[src/rtl/regfile_pkg.sv]
// Shared constants for the parametrised 2-read/1-write register file:
// write-source encodings, flag bit positions and default geometry.
package regfile_pkg;

  localparam int DEFAULT_DATA_W   = 8;
  localparam int DEFAULT_NUM_REGS = 4;
  localparam int DEFAULT_FLAG_W   = 2;

  localparam logic WR_SRC_BUS = 1'b0;
  localparam logic WR_SRC_ALU = 1'b1;

  localparam int FLAG_Z = 0;
  localparam int FLAG_C = 1;

endpackage

[src/rtl/regfile_if.sv]
// Decoder/ALU-facing bus of the register file; the decoder side is the master,
// the register file is the slave.
interface regfile_if
  import regfile_pkg::*;
#(
  parameter int DATA_W   = DEFAULT_DATA_W,
  parameter int NUM_REGS = DEFAULT_NUM_REGS,
  parameter int FLAG_W   = DEFAULT_FLAG_W
);
  localparam int ADDR_W = (NUM_REGS > 1) ? $clog2(NUM_REGS) : 1;

  logic              en;
  logic              wr_en;
  logic              wr_sel;
  logic [ADDR_W-1:0] wr_addr;
  logic              rd_req;
  logic [ADDR_W-1:0] rd_addr_dst;
  logic [ADDR_W-1:0] rd_addr_src;
  logic              direct_immediate;
  logic [DATA_W-1:0] data_bus_in;
  logic [DATA_W-1:0] alu_result;
  logic              flags_we;
  logic [FLAG_W-1:0] flags_in;
  logic [DATA_W-1:0] op_a;
  logic [DATA_W-1:0] op_b;
  logic              out_valid;
  logic [DATA_W-1:0] data_bus_out;
  logic [FLAG_W-1:0] flags_out;

  modport master (
    output en, wr_en, wr_sel, wr_addr, rd_req, rd_addr_dst, rd_addr_src,
           direct_immediate, data_bus_in, alu_result, flags_we, flags_in,
    input  op_a, op_b, out_valid, data_bus_out, flags_out
  );

  modport slave (
    input  en, wr_en, wr_sel, wr_addr, rd_req, rd_addr_dst, rd_addr_src,
           direct_immediate, data_bus_in, alu_result, flags_we, flags_in,
    output op_a, op_b, out_valid, data_bus_out, flags_out
  );

endinterface

[src/rtl/regfile_read_port.sv]
// One combinational read port: range check, write-first bypass, and an optional
// immediate select (tie use_reg high when the port has no immediate).
module regfile_read_port
  import regfile_pkg::*;
#(
  parameter int DATA_W   = DEFAULT_DATA_W,
  parameter int NUM_REGS = DEFAULT_NUM_REGS,
  localparam int ADDR_W  = (NUM_REGS > 1) ? $clog2(NUM_REGS) : 1
) (
  input  logic [DATA_W-1:0] regs [NUM_REGS],
  input  logic [ADDR_W-1:0] rd_addr,
  input  logic              wr_fire,
  input  logic [ADDR_W-1:0] wr_addr,
  input  logic [DATA_W-1:0] wr_data,
  input  logic              use_reg,
  input  logic [DATA_W-1:0] imm,
  output logic [DATA_W-1:0] rd_data
);

  localparam logic [ADDR_W:0] NUM_REGS_C = (ADDR_W + 1)'(NUM_REGS);

  logic              in_range_s;
  logic              hit_s;
  logic [DATA_W-1:0] reg_val_s;

  // An out-of-range address reads zero even if a write targets it on this edge.
  always_comb begin
    in_range_s = ({1'b0, rd_addr} < NUM_REGS_C);
    hit_s      = wr_fire && (wr_addr == rd_addr);
    reg_val_s  = {DATA_W{1'b0}};
    if (!in_range_s) begin
      reg_val_s = {DATA_W{1'b0}};
    end else if (hit_s) begin
      reg_val_s = wr_data;
    end else begin
      reg_val_s = regs[rd_addr];
    end
    if (use_reg) begin
      rd_data = reg_val_s;
    end else begin
      rd_data = imm;
    end
  end

endmodule

[src/rtl/regfile_2r1w.sv]
// Parametrised datapath register file: one synchronous write port, two registered
// read ports with write-first bypass, and an independent flag register.
module regfile_2r1w
  import regfile_pkg::*;
#(
  parameter int                DATA_W    = DEFAULT_DATA_W,
  parameter int                NUM_REGS  = DEFAULT_NUM_REGS,
  parameter int                FLAG_W    = DEFAULT_FLAG_W,
  parameter logic [DATA_W-1:0] RESET_VAL = {DATA_W{1'b0}},
  localparam int               ADDR_W    = (NUM_REGS > 1) ? $clog2(NUM_REGS) : 1
) (
  input logic      clk,
  input logic      reset,
  regfile_if.slave bus
);

  localparam logic [ADDR_W:0] NUM_REGS_C = (ADDR_W + 1)'(NUM_REGS);

  logic [DATA_W-1:0] regs_r [NUM_REGS];
  logic [DATA_W-1:0] op_a_r;
  logic [DATA_W-1:0] op_b_r;
  logic              out_valid_r;
  logic [FLAG_W-1:0] flags_r;

  logic [DATA_W-1:0] wr_data_s;
  logic              wr_fire_s;
  logic              wr_ok_s;
  logic [DATA_W-1:0] rd_a_s;
  logic [DATA_W-1:0] rd_b_s;

  // Write data source and qualification.
  always_comb begin
    wr_fire_s = bus.en && bus.wr_en;
    wr_ok_s   = wr_fire_s && ({1'b0, bus.wr_addr} < NUM_REGS_C);
    case (bus.wr_sel)
      WR_SRC_BUS: wr_data_s = bus.data_bus_in;
      WR_SRC_ALU: wr_data_s = bus.alu_result;
      default:    wr_data_s = bus.data_bus_in;
    endcase
  end

  regfile_read_port #(.DATA_W(DATA_W), .NUM_REGS(NUM_REGS)) u_port_a (
    .regs    (regs_r),
    .rd_addr (bus.rd_addr_dst),
    .wr_fire (wr_fire_s),
    .wr_addr (bus.wr_addr),
    .wr_data (wr_data_s),
    .use_reg (1'b1),
    .imm     ({DATA_W{1'b0}}),
    .rd_data (rd_a_s)
  );

  regfile_read_port #(.DATA_W(DATA_W), .NUM_REGS(NUM_REGS)) u_port_b (
    .regs    (regs_r),
    .rd_addr (bus.rd_addr_src),
    .wr_fire (wr_fire_s),
    .wr_addr (bus.wr_addr),
    .wr_data (wr_data_s),
    .use_reg (bus.direct_immediate),
    .imm     (bus.data_bus_in),
    .rd_data (rd_b_s)
  );

  // Register storage; out-of-range writes never reach the array.
  always_ff @(posedge clk or posedge reset) begin
    if (reset) begin
      for (int i = 0; i < NUM_REGS; i++) begin
        regs_r[i] <= RESET_VAL;
      end
    end else if (wr_ok_s) begin
      regs_r[bus.wr_addr] <= wr_data_s;
    end
  end

  // Operand and flag registers; out_valid pulses for one cycle per read request.
  always_ff @(posedge clk or posedge reset) begin
    if (reset) begin
      op_a_r      <= {DATA_W{1'b0}};
      op_b_r      <= {DATA_W{1'b0}};
      out_valid_r <= 1'b0;
      flags_r     <= {FLAG_W{1'b0}};
    end else if (bus.en) begin
      if (bus.rd_req) begin
        op_a_r      <= rd_a_s;
        op_b_r      <= rd_b_s;
        out_valid_r <= 1'b1;
      end else begin
        out_valid_r <= 1'b0;
      end
      if (bus.flags_we) begin
        flags_r <= bus.flags_in;
      end
    end else begin
      out_valid_r <= 1'b0;
    end
  end

  assign bus.op_a         = op_a_r;
  assign bus.op_b         = op_b_r;
  assign bus.out_valid    = out_valid_r;
  assign bus.data_bus_out = op_a_r;
  assign bus.flags_out    = flags_r;

endmodule

[src/flat_wrapper.sv]
// flat-port wrapper written by rule: the top's interface ports become plain ports
module regfile_2r1w_flat import regfile_pkg::*;
#(
  parameter int                DATA_W    = DEFAULT_DATA_W,
  parameter int                NUM_REGS  = DEFAULT_NUM_REGS,
  parameter int                FLAG_W    = DEFAULT_FLAG_W,
  parameter logic [DATA_W-1:0] RESET_VAL = {DATA_W{1'b0}},
  localparam int               ADDR_W    = (NUM_REGS > 1) ? $clog2(NUM_REGS) : 1
)
  (clk, reset, bus_en, bus_wr_en, bus_wr_sel, bus_wr_addr, bus_rd_req, bus_rd_addr_dst, bus_rd_addr_src, bus_direct_immediate, bus_data_bus_in, bus_alu_result, bus_flags_we, bus_flags_in, bus_op_a, bus_op_b, bus_out_valid, bus_data_bus_out, bus_flags_out);
  regfile_if #(.DATA_W(DATA_W), .NUM_REGS(NUM_REGS), .FLAG_W(FLAG_W)) bus_i ();
  input logic clk;
  input logic reset;
  input wire logic [$bits(bus_i.en)-1:0] bus_en;
  input wire logic [$bits(bus_i.wr_en)-1:0] bus_wr_en;
  input wire logic [$bits(bus_i.wr_sel)-1:0] bus_wr_sel;
  input wire logic [$bits(bus_i.wr_addr)-1:0] bus_wr_addr;
  input wire logic [$bits(bus_i.rd_req)-1:0] bus_rd_req;
  input wire logic [$bits(bus_i.rd_addr_dst)-1:0] bus_rd_addr_dst;
  input wire logic [$bits(bus_i.rd_addr_src)-1:0] bus_rd_addr_src;
  input wire logic [$bits(bus_i.direct_immediate)-1:0] bus_direct_immediate;
  input wire logic [$bits(bus_i.data_bus_in)-1:0] bus_data_bus_in;
  input wire logic [$bits(bus_i.alu_result)-1:0] bus_alu_result;
  input wire logic [$bits(bus_i.flags_we)-1:0] bus_flags_we;
  input wire logic [$bits(bus_i.flags_in)-1:0] bus_flags_in;
  output wire logic [$bits(bus_i.op_a)-1:0] bus_op_a;
  output wire logic [$bits(bus_i.op_b)-1:0] bus_op_b;
  output wire logic [$bits(bus_i.out_valid)-1:0] bus_out_valid;
  output wire logic [$bits(bus_i.data_bus_out)-1:0] bus_data_bus_out;
  output wire logic [$bits(bus_i.flags_out)-1:0] bus_flags_out;
  assign bus_i.en = bus_en;
  assign bus_i.wr_en = bus_wr_en;
  assign bus_i.wr_sel = bus_wr_sel;
  assign bus_i.wr_addr = bus_wr_addr;
  assign bus_i.rd_req = bus_rd_req;
  assign bus_i.rd_addr_dst = bus_rd_addr_dst;
  assign bus_i.rd_addr_src = bus_rd_addr_src;
  assign bus_i.direct_immediate = bus_direct_immediate;
  assign bus_i.data_bus_in = bus_data_bus_in;
  assign bus_i.alu_result = bus_alu_result;
  assign bus_i.flags_we = bus_flags_we;
  assign bus_i.flags_in = bus_flags_in;
  assign bus_op_a = bus_i.op_a;
  assign bus_op_b = bus_i.op_b;
  assign bus_out_valid = bus_i.out_valid;
  assign bus_data_bus_out = bus_i.data_bus_out;
  assign bus_flags_out = bus_i.flags_out;
  regfile_2r1w #(.DATA_W(DATA_W), .NUM_REGS(NUM_REGS), .FLAG_W(FLAG_W), .RESET_VAL(RESET_VAL)) u_core (.clk(clk), .reset(reset), .bus(bus_i));
endmodule
[config.mk]
export PLATFORM = sky130hd
export DESIGN_NAME = regfile_2r1w_flat
export DESIGN_NICKNAME = d
export VERILOG_FILES = /design/src/rtl/regfile_pkg.sv /design/src/rtl/regfile_if.sv /design/src/rtl/regfile_read_port.sv /design/src/rtl/regfile_2r1w.sv /design/src/flat_wrapper.sv
export SDC_FILE = /design/constraint.sdc
export NUM_CORES = 1
export LEC_CHECK = 0
export BUFFER_PORTS_ARGS = -buffer_cell sky130_fd_sc_hd__buf_2
export CAP_MARGIN = 25
export CORE_AREA = 2 2 77 94
export DETAILED_ROUTE_END_ITERATION = 10
export DIE_AREA = 0 0 79 96
export PLACE_DENSITY = 0.69
export SLEW_MARGIN = 5
export SYNTH_ARGS = -nofsm -noshare
export SYNTH_HDL_FRONTEND = slang
export SYNTH_SLANG_ARGS = --single-unit
[constraint.sdc]
create_clock -name clk -period 2.4 [get_ports clk]
set_input_delay 0.72 -clock clk [delete_from_list [all_inputs] [get_ports clk]]
set_output_delay 0.72 -clock clk [all_outputs]
set_load 0.01 [all_outputs]
==> results.txt, run 1 <==
Outcome = finished, final reports clean
DR vias/cell = 5.38
Die ar. = 7580 sq um
Synth cell types = 23
GPL Wtd Cong = 0.764
Post-Syn Area = 2800 sq um
FF/Latch Area = 1280 sq um
Pin slew with the least headroom to its limit = 383 ps
Fmax achieved = 0.607 GHz
CP Launch Type = input pin
Power share of the clock group = 0.212
Initial antenna violation count = 0
VDD IR max = 268 uV
Sink Count = 51
Flop2flop setup slack = 1080 ps
Vias after detailed routing = 2113
Tmin final = 1650 ps
Core area = 6690 sq um
Largest net degree at the start of global routing = 38
Critical Path Start = bus_rd_addr_src[0]
Initial core utilization = 0.418
Clk root buf = clkbuf_8
Cell count after synthesis = 250
YS warnings = 0
WP data arrival = 1850 ps
Total CTS buffers = 5
Clock transition at the registers of the reported paths = 100 ps
Post-synthesis register bit count = 51
Drc violations = 0
Antenna Nets Post-Route = 0
# setup viols final = 0
RR Startpoint = u_core.regs_r[21]$_DFFE_PP0P_
Mean Syn Cell Area = 11.2 sq um
Slowest cell on crit path = mux4_1
Hpwl dp = 4810 um
TritonCTS clock tree = yes
Worst skew pair latency = 310 ps
FF-to-FF End = u_core.bus.op_b[5]$_DFFE_PP0P_
Setup TNS = 0 ps
Synth area leader = dfrtp_1
P per Cell Area = 725 nW/um^2
R2r worst-path depth = 3
Multi-input gate area = 1370 sq um
Worst-case clock skew = 5.77 ps
Worst setup path end = u_core.bus.op_b[5]$_DFFE_PP0P_
Comb power frac = 0.284
Worst Path Required = 2610 ps
Setup bufs post-CTS = 0
Grt total ovfl = 0
Reg power frac = 0.505
Worst hold path class = input pin to async pin
Placed Instance Area = 3160 sq um
Critical Path Fanout Max = 9
Floorplan row count = 33
Psw = 0.771 mW
Drt wl/cell = 15.8 um
CTS resizes = 0
Main area contributors after synthesis = dfrtp_1, mux2i_1, mux4_2, mux4_1, o21ai_0
Htree depth = 2
Hold-fix buffers, CTS = 0
Top-Level Pins = 59
Total GRT Usage = 0.172
Power, Total = 2.36 mW
Setup ws final = 753 ps
Delay-heaviest family, CP = multiplexers
Lkg Pwr = 1.47 nW
Post-synthesis sequential area ratio = 0.457
Die Span Y = 96 um
Fill cells = 614
Final Hold Slack = 351 ps
CP bufs+invs = 1
Final Hold Fails = 0
Max_cap viols = 0
Port Buffers = 58
Routed wire length = 6200 um
Mapped Nets = 282
Global-route wire length before repair = 10100 um
Vias in the first global route = 1992
Setup WS pre-CTS = 417 ps
Slew margin rel. = 0.737
ANT cells = 0
Period utilization = 0.686
Crit-path max cell delay = 610 ps
Initial DRT Pass Iterations = 4
Crit path cell chain = buf_2 > mux4_1 > mux2i_1 > o21ai_1
Chip width = 79 um
Bufs on Longest Clock Path = 2
Share of layout cells above drive strength 1 = 0.330
Slew Limit Fails = 0
Yosys top cell area share = 0.457
CP Capture Type = flop
RSZ-0062 raised after global routing = false
Area delta synth->final = 16.3%
Crit path depth = 4
Int Pwr = 1.59 mW
Iteration-0 DRC Markers = 114
Sw frac = 0.327
Nets = 337
Post-route cell area = 3250 sq um
Crit Path Class = input pin to flop
metrics by stage:
stage,instances,utilization
2_1_floorplan,250,-
3_3_place_gp,385,0.473
3_5_place_dp,385,0.473
4_1_cts,393,0.486
5_1_grt,393,0.486
6_report,393,0.486
cell usage after synthesis, drive strengths merged:
cell,count
nand2,35
inv,3
buf,13
mux2,9
a21oi,16
o21ai,48
dfrtp,51
nand4b,2
nor3b,8
nand4,1
mux2i,24
nor2,8
nor3,3
clkbuf,9
xor2,4
mux4,16
logic make-up after synthesis:
family	Yosys count	share of synthesized area
buffers and inverters	25	0.0519
AND/OR/NAND/NOR	57	0.104
XOR/XNOR	4	0.0125
AO/OA/AOI/OAI	64	0.115
multiplexers	49	0.261
flip-flops	51	0.457
sequential cells by signal, summed over array words and instances, names as in the netlist:
name and count:
u_core.regs_r 32, u_core.bus.data_bus_out 8, u_core.bus.op_b 8, u_core.bus.flags_out 2, u_core.bus.out_valid 1
worst min-delay path by stage:
stage                                  start                                  end  slack (ps)  cells after the start
2_1_floorplan  u_core.regs_r[10]$_DFFE_PP0P_        u_core.regs_r[10]$_DFFE_PP0P_         460                      2
3_3_place_gp    u_core.regs_r[4]$_DFFE_PP0P_         u_core.regs_r[4]$_DFFE_PP0P_         470                      2
3_5_place_dp    u_core.regs_r[5]$_DFFE_PP0P_         u_core.regs_r[5]$_DFFE_PP0P_         490                      2
4_1_cts                                reset  u_core.bus.flags_out[1]$_DFFE_PP0P_         360                      2
5_1_grt                                reset  u_core.bus.flags_out[1]$_DFFE_PP0P_         380                      2
6_report                               reset  u_core.bus.flags_out[0]$_DFFE_PP0P_         350                      2
placed cells by master, fill, tap and decap left out:
cell type / Yosys / routed
nand2_2: 1 / 1
o21ai_1: 16 / 16
inv_2: 0 / 1
a21oi_1: 16 / 16
nand4b_1: 2 / 2
nand2_1: 34 / 34
buf_2: 3 / 58
buf_4: 8 / 11
mux2i_1: 24 / 24
dfrtp_1: 51 / 51
nor3_4: 2 / 2
xor2_1: 4 / 4
mux4_1: 7 / 7
nor3b_1: 8 / 8
nor3_2: 1 / 1
clkinvlp_4: 0 / 2
clkbuf_8: 0 / 5
mux2_2: 9 / 9
buf_12: 0 / 1
o21ai_0: 32 / 32
inv_1: 3 / 2
mux4_2: 9 / 9
nor2_1: 8 / 8
clkinv_2: 0 / 1
nand4_1: 1 / 1
power by group through the flow:
stage / clock network [mW] / logic (mW) / registers [mW]
floorplan: 0 / 0.449 / 1.20
global placement: 0 / 0.654 / 1.19
detailed placement: 0 / 0.677 / 1.20
CTS: 0.510 / 0.677 / 1.19
global route: 0.538 / 0.746 / 1.22
finish: 0.499 / 0.668 / 1.19
final cells by class:
class / instances / area share
clock buffer: 5 / 0.0212
clock inverter: 3 / 0.00616
inverter: 3 / 0.00346
multi-input combinational: 174 / 0.422
sequential: 51 / 0.392
tap: 87 / 0.0335
timing repair buffer: 70 / 0.121
layer usage:
| metal | track usage | vias up | part of all wire | wire (um) |
|---|---|---|---|---|
| li1 | - | 1019 | - | - |
| met1 | 0.221 | 1034 | 0.43 | 2670 |
| met2 | 0.290 | 48 | 0.52 | 3200 |
| met3 | 0.0310 | 12 | 0.033 | 204 |
| met4 | 0.0661 | 0 | 0.020 | 123 |
| met5 | 0 | - | 0 | 0 |
Power figures use the tool's default switching activity.
==> run 2: changes to the inputs <==
- PLACE_DENSITY: 0.69 -> 0.71
- clock period: 2.4 -> 1.4 ns (I/O delays scaled with it)
==> run 2 against run 1 <==
  * Register-to-register slack worse by 980 ps
  * Highest routed layer unchanged
  * Clock skew fell by 0.94 ps
  * Final cell count increased by 3.8%
  * Power up 83%
  * Critical path depth decreased by 1
  * Worst setup slack worse by 660 ps
  * Sequential power is 73% higher
  * Flip-flop and latch count unchanged
  * Final area is 9.2% higher
  * Critical endpoint is now u_core.bus.op_b[1]$_DFFE_PP0P_
  * Largest cell class unchanged
  * Non-clock buffer count rose by 15
  * Global-route usage increased by 0.35 points
  * Clock power grew 110%
  * Critical path type is now flop to flop
==> results.txt, run 2 (synthesis results as in run 1) <==
Placed cells = 400
Clock transition at the registers of the reported paths = 90 ps
Total GRT Usage = 0.175
Tmin final = 1300 ps
Period utilization = 0.931
Int Pwr = 3.01 mW
Setup bufs post-CTS = 0
Setup WS pre-CTS = -246 ps
Multi-input gate area = 1430 sq um
Hpwl dp = 4850 um
Final Hold Fails = 0
Slew margin rel. = 0.729
FF/Latch Area = 1280 sq um
Grt total ovfl = 0
Fill cells = 583
Global-route wire length before repair = 10200 um
Die ar. = 7580 sq um
Bufs on Longest Clock Path = 2
Worst Path Required = 1600 ps
Iteration-0 DRC Markers = 137
Commonest non-fill, non-tap cell in the layout = buf_2
Die Span Y = 96 um
Critical Path Fanout Max = 3
# setup viols final = 0
ANT cells = 0
Reg power frac = 0.475
CP Launch Type = flop
Floorplan row count = 33
Comb power frac = 0.279
VDD IR max = 687 uV
Total CTS buffers = 5
CTS resizes = 0
Psw = 1.31 mW
Most frequent cells in the layout = buf_2, dfrtp_1, nand2_1
Max reg flops = 32
Pin slew with the least headroom to its limit = 395 ps
Htree depth = 2
Crit Path Class = flop to flop
Clk root buf = clkbuf_8
Worst-case clock skew = 4.83 ps
Routed wire length = 6220 um
Outcome = finished, final reports clean
Fmax achieved = 0.768 GHz
Chip width = 79 um
Worst skew pair latency = 310 ps
Setup TNS = 0 ps
WP data arrival = 1510 ps
Lkg Pwr = 1.60 nW
Sink Count = 51
Area delta synth->final = 27.0%
Vias in the first global route = 2149
P per Cell Area = 1220 nW/um^2
CP Capture Type = flop
Power share of the clock group = 0.246
GPL Wtd Cong = 0.792
Largest net degree at the start of global routing = 52
Initial antenna violation count = 0
Initial core utilization = 0.418
DR vias/cell = 5.27
Share of layout cells above drive strength 1 = 0.374
Largest Register = u_core.regs_r
Hold-fix buffers, CTS = 0
Vias after detailed routing = 2151
Max_cap viols = 0
Drt wl/cell = 15.2 um
Worst hold path class = input pin to async pin
Initial DRT Pass Iterations = 4
RSZ-0062 raised after global routing = false
Slew Limit Fails = 0
Layout Cells excl Fill = 408
Top-Level Pins = 59
Drc violations = 0
Antenna Nets Post-Route = 0
Nets = 352
Core area = 6690 sq um
TritonCTS clock tree = yes
Sw frac = 0.304
Port Buffers = 58
Setup ws final = 97.3 ps
==> run 2: cell types whose count changed in the layout (fill, tap and decap cells not counted), sizes merged <==
cell	delta
buf	+15
bufinv	+1
clkbuf	+1
clkinvlp	-1
inv	-1
==> run 2: final cells by class <==
cell class              count  share of cell area
clock inverters             2             0.00987
multi-input cells         174               0.402
clock buffers               6              0.0233
inverters                   3             0.00423
repair buffers             85               0.171
flip-flops and latches     51               0.360
well taps                  87              0.0307
==> run 2: critical path, stage by stage (launching register included) <==
cell and delay [ps]:
dfrtp_1 410, mux4_1 520, mux2i_1 170, o21ai_1 90
==> run 2: per-stage QoR <==
step                hold slack, ps  instance area, sq um   util  power, mW
finish                         151                  3550  0.531       4.33
global route                   189                  3550  0.531       4.60
CTS                            165                  3550  0.531       4.36
detailed placement             488                  3430  0.513       3.30
global placement               476                  3430  0.513       3.24
floorplan                      458                  2890      -       2.86
==> run 2: power groups by stage <==
stage / registers, mW / logic (mW) / clock network [mW]
2_1_floorplan: 2.06 / 0.792 / 0
3_3_place_gp: 2.04 / 1.20 / 0
3_5_place_dp: 2.08 / 1.22 / 0
4_1_cts: 2.05 / 1.23 / 1.08
5_1_grt: 2.09 / 1.36 / 1.15
6_report: 2.06 / 1.21 / 1.06
==> run 2: final timing paths <==
path | start | to | slack, ps | cells past startpoint
setup reg to reg | u_core.regs_r[17]$_DFFE_PP0P_ | u_core.bus.op_b[1]$_DFFE_PP0P_ | 100 | 3
min in group clk | bus_flags_in[0] | u_core.bus.flags_out[0]$_DFFE_PP0P_ | 340 | 2
max in group asynchronous | reset | u_core.regs_r[27]$_DFFE_PP0P_ | 1010 | 3
hold reg to reg | u_core.bus.flags_out[0]$_DFFE_PP0P_ | u_core.bus.flags_out[0]$_DFFE_PP0P_ | 500 | 1
hold / removal | reset | u_core.bus.op_b[1]$_DFFE_PP0P_ | 150 | 3
setup / recovery | u_core.regs_r[17]$_DFFE_PP0P_ | u_core.bus.op_b[1]$_DFFE_PP0P_ | 100 | 3
==> run 2: per-layer routing <==
metal	vias to the layer above	track usage	routed length, um
met4	0	0.0920	140
met2	70	0.291	3150
met3	11	0.0319	290
met5	-	0	0
li1	1044	-	-
met1	1026	0.220	2640
==> run 3: changes to the inputs <==
- CORE_AREA: 2 2 77 94 -> 2 2 69 104
- DIE_AREA: 0 0 79 96 -> 0 0 71 106
- MAX_ROUTING_LAYER: unset -> met4
- PLACE_DENSITY: 0.71 -> 0.72
- SKIP_LAST_GASP: unset -> 1
==> run 3 against run 2 <==
  * Highest routed layer unchanged
  * Maximum frequency decreased by 0.93%
  * Critical path type is now input pin to flop
  * Largest power group unchanged
  * Worst setup slack got worse by 12 ps
  * Flip-flop and latch count unchanged
  * Clock power decreased by 17%
  * Utilization decreased by 1.6 points
  * Global-route usage increased by 0.69 points
==> results.txt, run 3 (synthesis results as in run 1) <==
Routed wire length = 6190 um
Fmax achieved = 0.760 GHz
Period utilization = 0.939
ANT cells = 0
Die ar. = 7530 sq um
FF/Latch Area = 1280 sq um
Setup WS pre-CTS = -237 ps
Vias after detailed routing = 2143
Die Span Y = 106 um
Final Hold Fails = 0
Crit path cell chain = buf_2 > buf_12 > mux4_2 > mux2i_1 > o21ai_1
Clk root buf = clkbuf_8
Slowest cell on crit path = mux4_2
Global-route wire length before repair = 10600 um
Initial core utilization = 0.416
Power, Total = 4.13 mW
Layout Cells excl Fill = 391
Top-Level Pins = 59
# setup viols final = 0
Placed cells = 383
Crit-path max cell delay = 500 ps
Core area = 6710 sq um
Setup ws final = 85.0 ps
Slew margin rel. = 0.726
Commonest non-fill, non-tap cell in the layout = buf_2
RSZ-0062 raised after global routing = false
Grt total ovfl = 0
Tmin final = 1310 ps
Share of layout cells above drive strength 1 = 0.355
Iteration-0 DRC Markers = 109
Chip width = 71 um
Largest net degree at the start of global routing = 52
Fill cells = 588
Worst hold path class = input pin to async pin
Clock transition at the registers of the reported paths = 90 ps
Area delta synth->final = 23.6%
Drc violations = 0
Hold-fix buffers, CTS = 0
Slew Limit Fails = 0
Most frequent cells in the layout = buf_2, dfrtp_1, nand2_1
WP data arrival = 1520 ps
Max reg flops = 32
Setup bufs post-CTS = 0
CTS resizes = 0
Worst-case clock skew = 7.31 ps
Crit Path Class = input pin to flop
CP Capture Type = flop
CP Launch Type = input pin
Initial DRT Pass Iterations = 4
DR vias/cell = 5.48
Max_cap viols = 0
Outcome = finished, final reports clean
GPL Wtd Cong = 0.783
Vias in the first global route = 2216
VDD IR max = 443 uV
Floorplan row count = 37
Hpwl dp = 4780 um
P per Cell Area = 1190 nW/um^2
Worst Path Required = 1600 ps
Initial antenna violation count = 0
Worst skew pair latency = 300 ps
Total CTS buffers = 5
Multi-input gate area = 1430 sq um
Bufs on Longest Clock Path = 2
Lkg Pwr = 1.55 nW
Nets = 344
TritonCTS clock tree = yes
Largest Register = u_core.regs_r
Total GRT Usage = 0.182
Sink Count = 51
Port Buffers = 58
Pin slew with the least headroom to its limit = 399 ps
Critical Path Fanout Max = 8
Htree depth = 2
Antenna Nets Post-Route = 0
Drt wl/cell = 15.8 um
==> run 3: changes by cell type in the layout (fill, tap and decap cells not counted), sizes merged <==
cell / change
buf: -8
bufinv: -1
clkbuf: +1
==> run 3: area by class of cell <==
type / instances / share of cell area
Inverter: 3 / 0.00434
Sequential cell: 51 / 0.369
Tap cell: 78 / 0.0282
Clock inverter: 1 / 0.00253
Multi-Input combinational cell: 174 / 0.413
Timing Repair Buffer: 77 / 0.158
Clock buffer: 7 / 0.0250
==> run 3: report_power, final <==
part | leakage [nW] | internal (mW) | total, mW | switching [mW]
Sequential | 0.625 | 1.80 | 2.05 | 0.253
Clock | 0.0484 | 0.406 | 0.879 | 0.473
Combinational | 0.873 | 0.621 | 1.20 | 0.579
Total | 1.55 | 2.82 | 4.13 | 1.30
==> run 3: final timing paths <==
path                                                              from                                endpoint  slack (ps)  cells after the start
worst min-delay path                                             reset          u_core.bus.op_b[1]$_DFFE_PP0P_         160                      3
worst max-delay path                                bus_rd_addr_dst[0]  u_core.bus.data_bus_out[1]$_DFFE_PP0P_          90                      5
min in group clk                                       bus_flags_in[0]     u_core.bus.flags_out[0]$_DFFE_PP0P_         340                      2
worst min register to register  u_core.bus.data_bus_out[3]$_DFFE_PP0P_  u_core.bus.data_bus_out[3]$_DFFE_PP0P_         500                      2
worst max register to register           u_core.regs_r[23]$_DFFE_PP0P_          u_core.bus.op_b[7]$_DFFE_PP0P_         120                      3
max in group asynchronous                                        reset            u_core.regs_r[7]$_DFFE_PP0P_        1010                      3
==> run 3: metrics by stage <==
step	TNS [ps]	hold slack, ps	utilization	instance area [sq um]
after floorplan	-1550	458	-	2890
after global placement	-3310	470	0.501	3360
after detailed placement	-3830	491	0.501	3360
after CTS	0	169	0.515	3460
after global routing	0	181	0.515	3460
final	0	162	0.515	3460
==> run 3: routing by layer <==
metal / GRT usage / vias up / part of all wire
met5: - / - / 0
met4: 0.0863 / 0 / 0.028
met3: 0.0265 / 15 / 0.030
met2: 0.308 / 53 / 0.53
met1: 0.212 / 1048 / 0.41
li1: - / 1027 / -
==> run 3: critical path, delay by kind of cell <==
family / cells / cell delay [ps]
buffers and inverters: 2 / 320
multiplexers: 2 / 690
AO/OA/AOI/OAI: 1 / 80
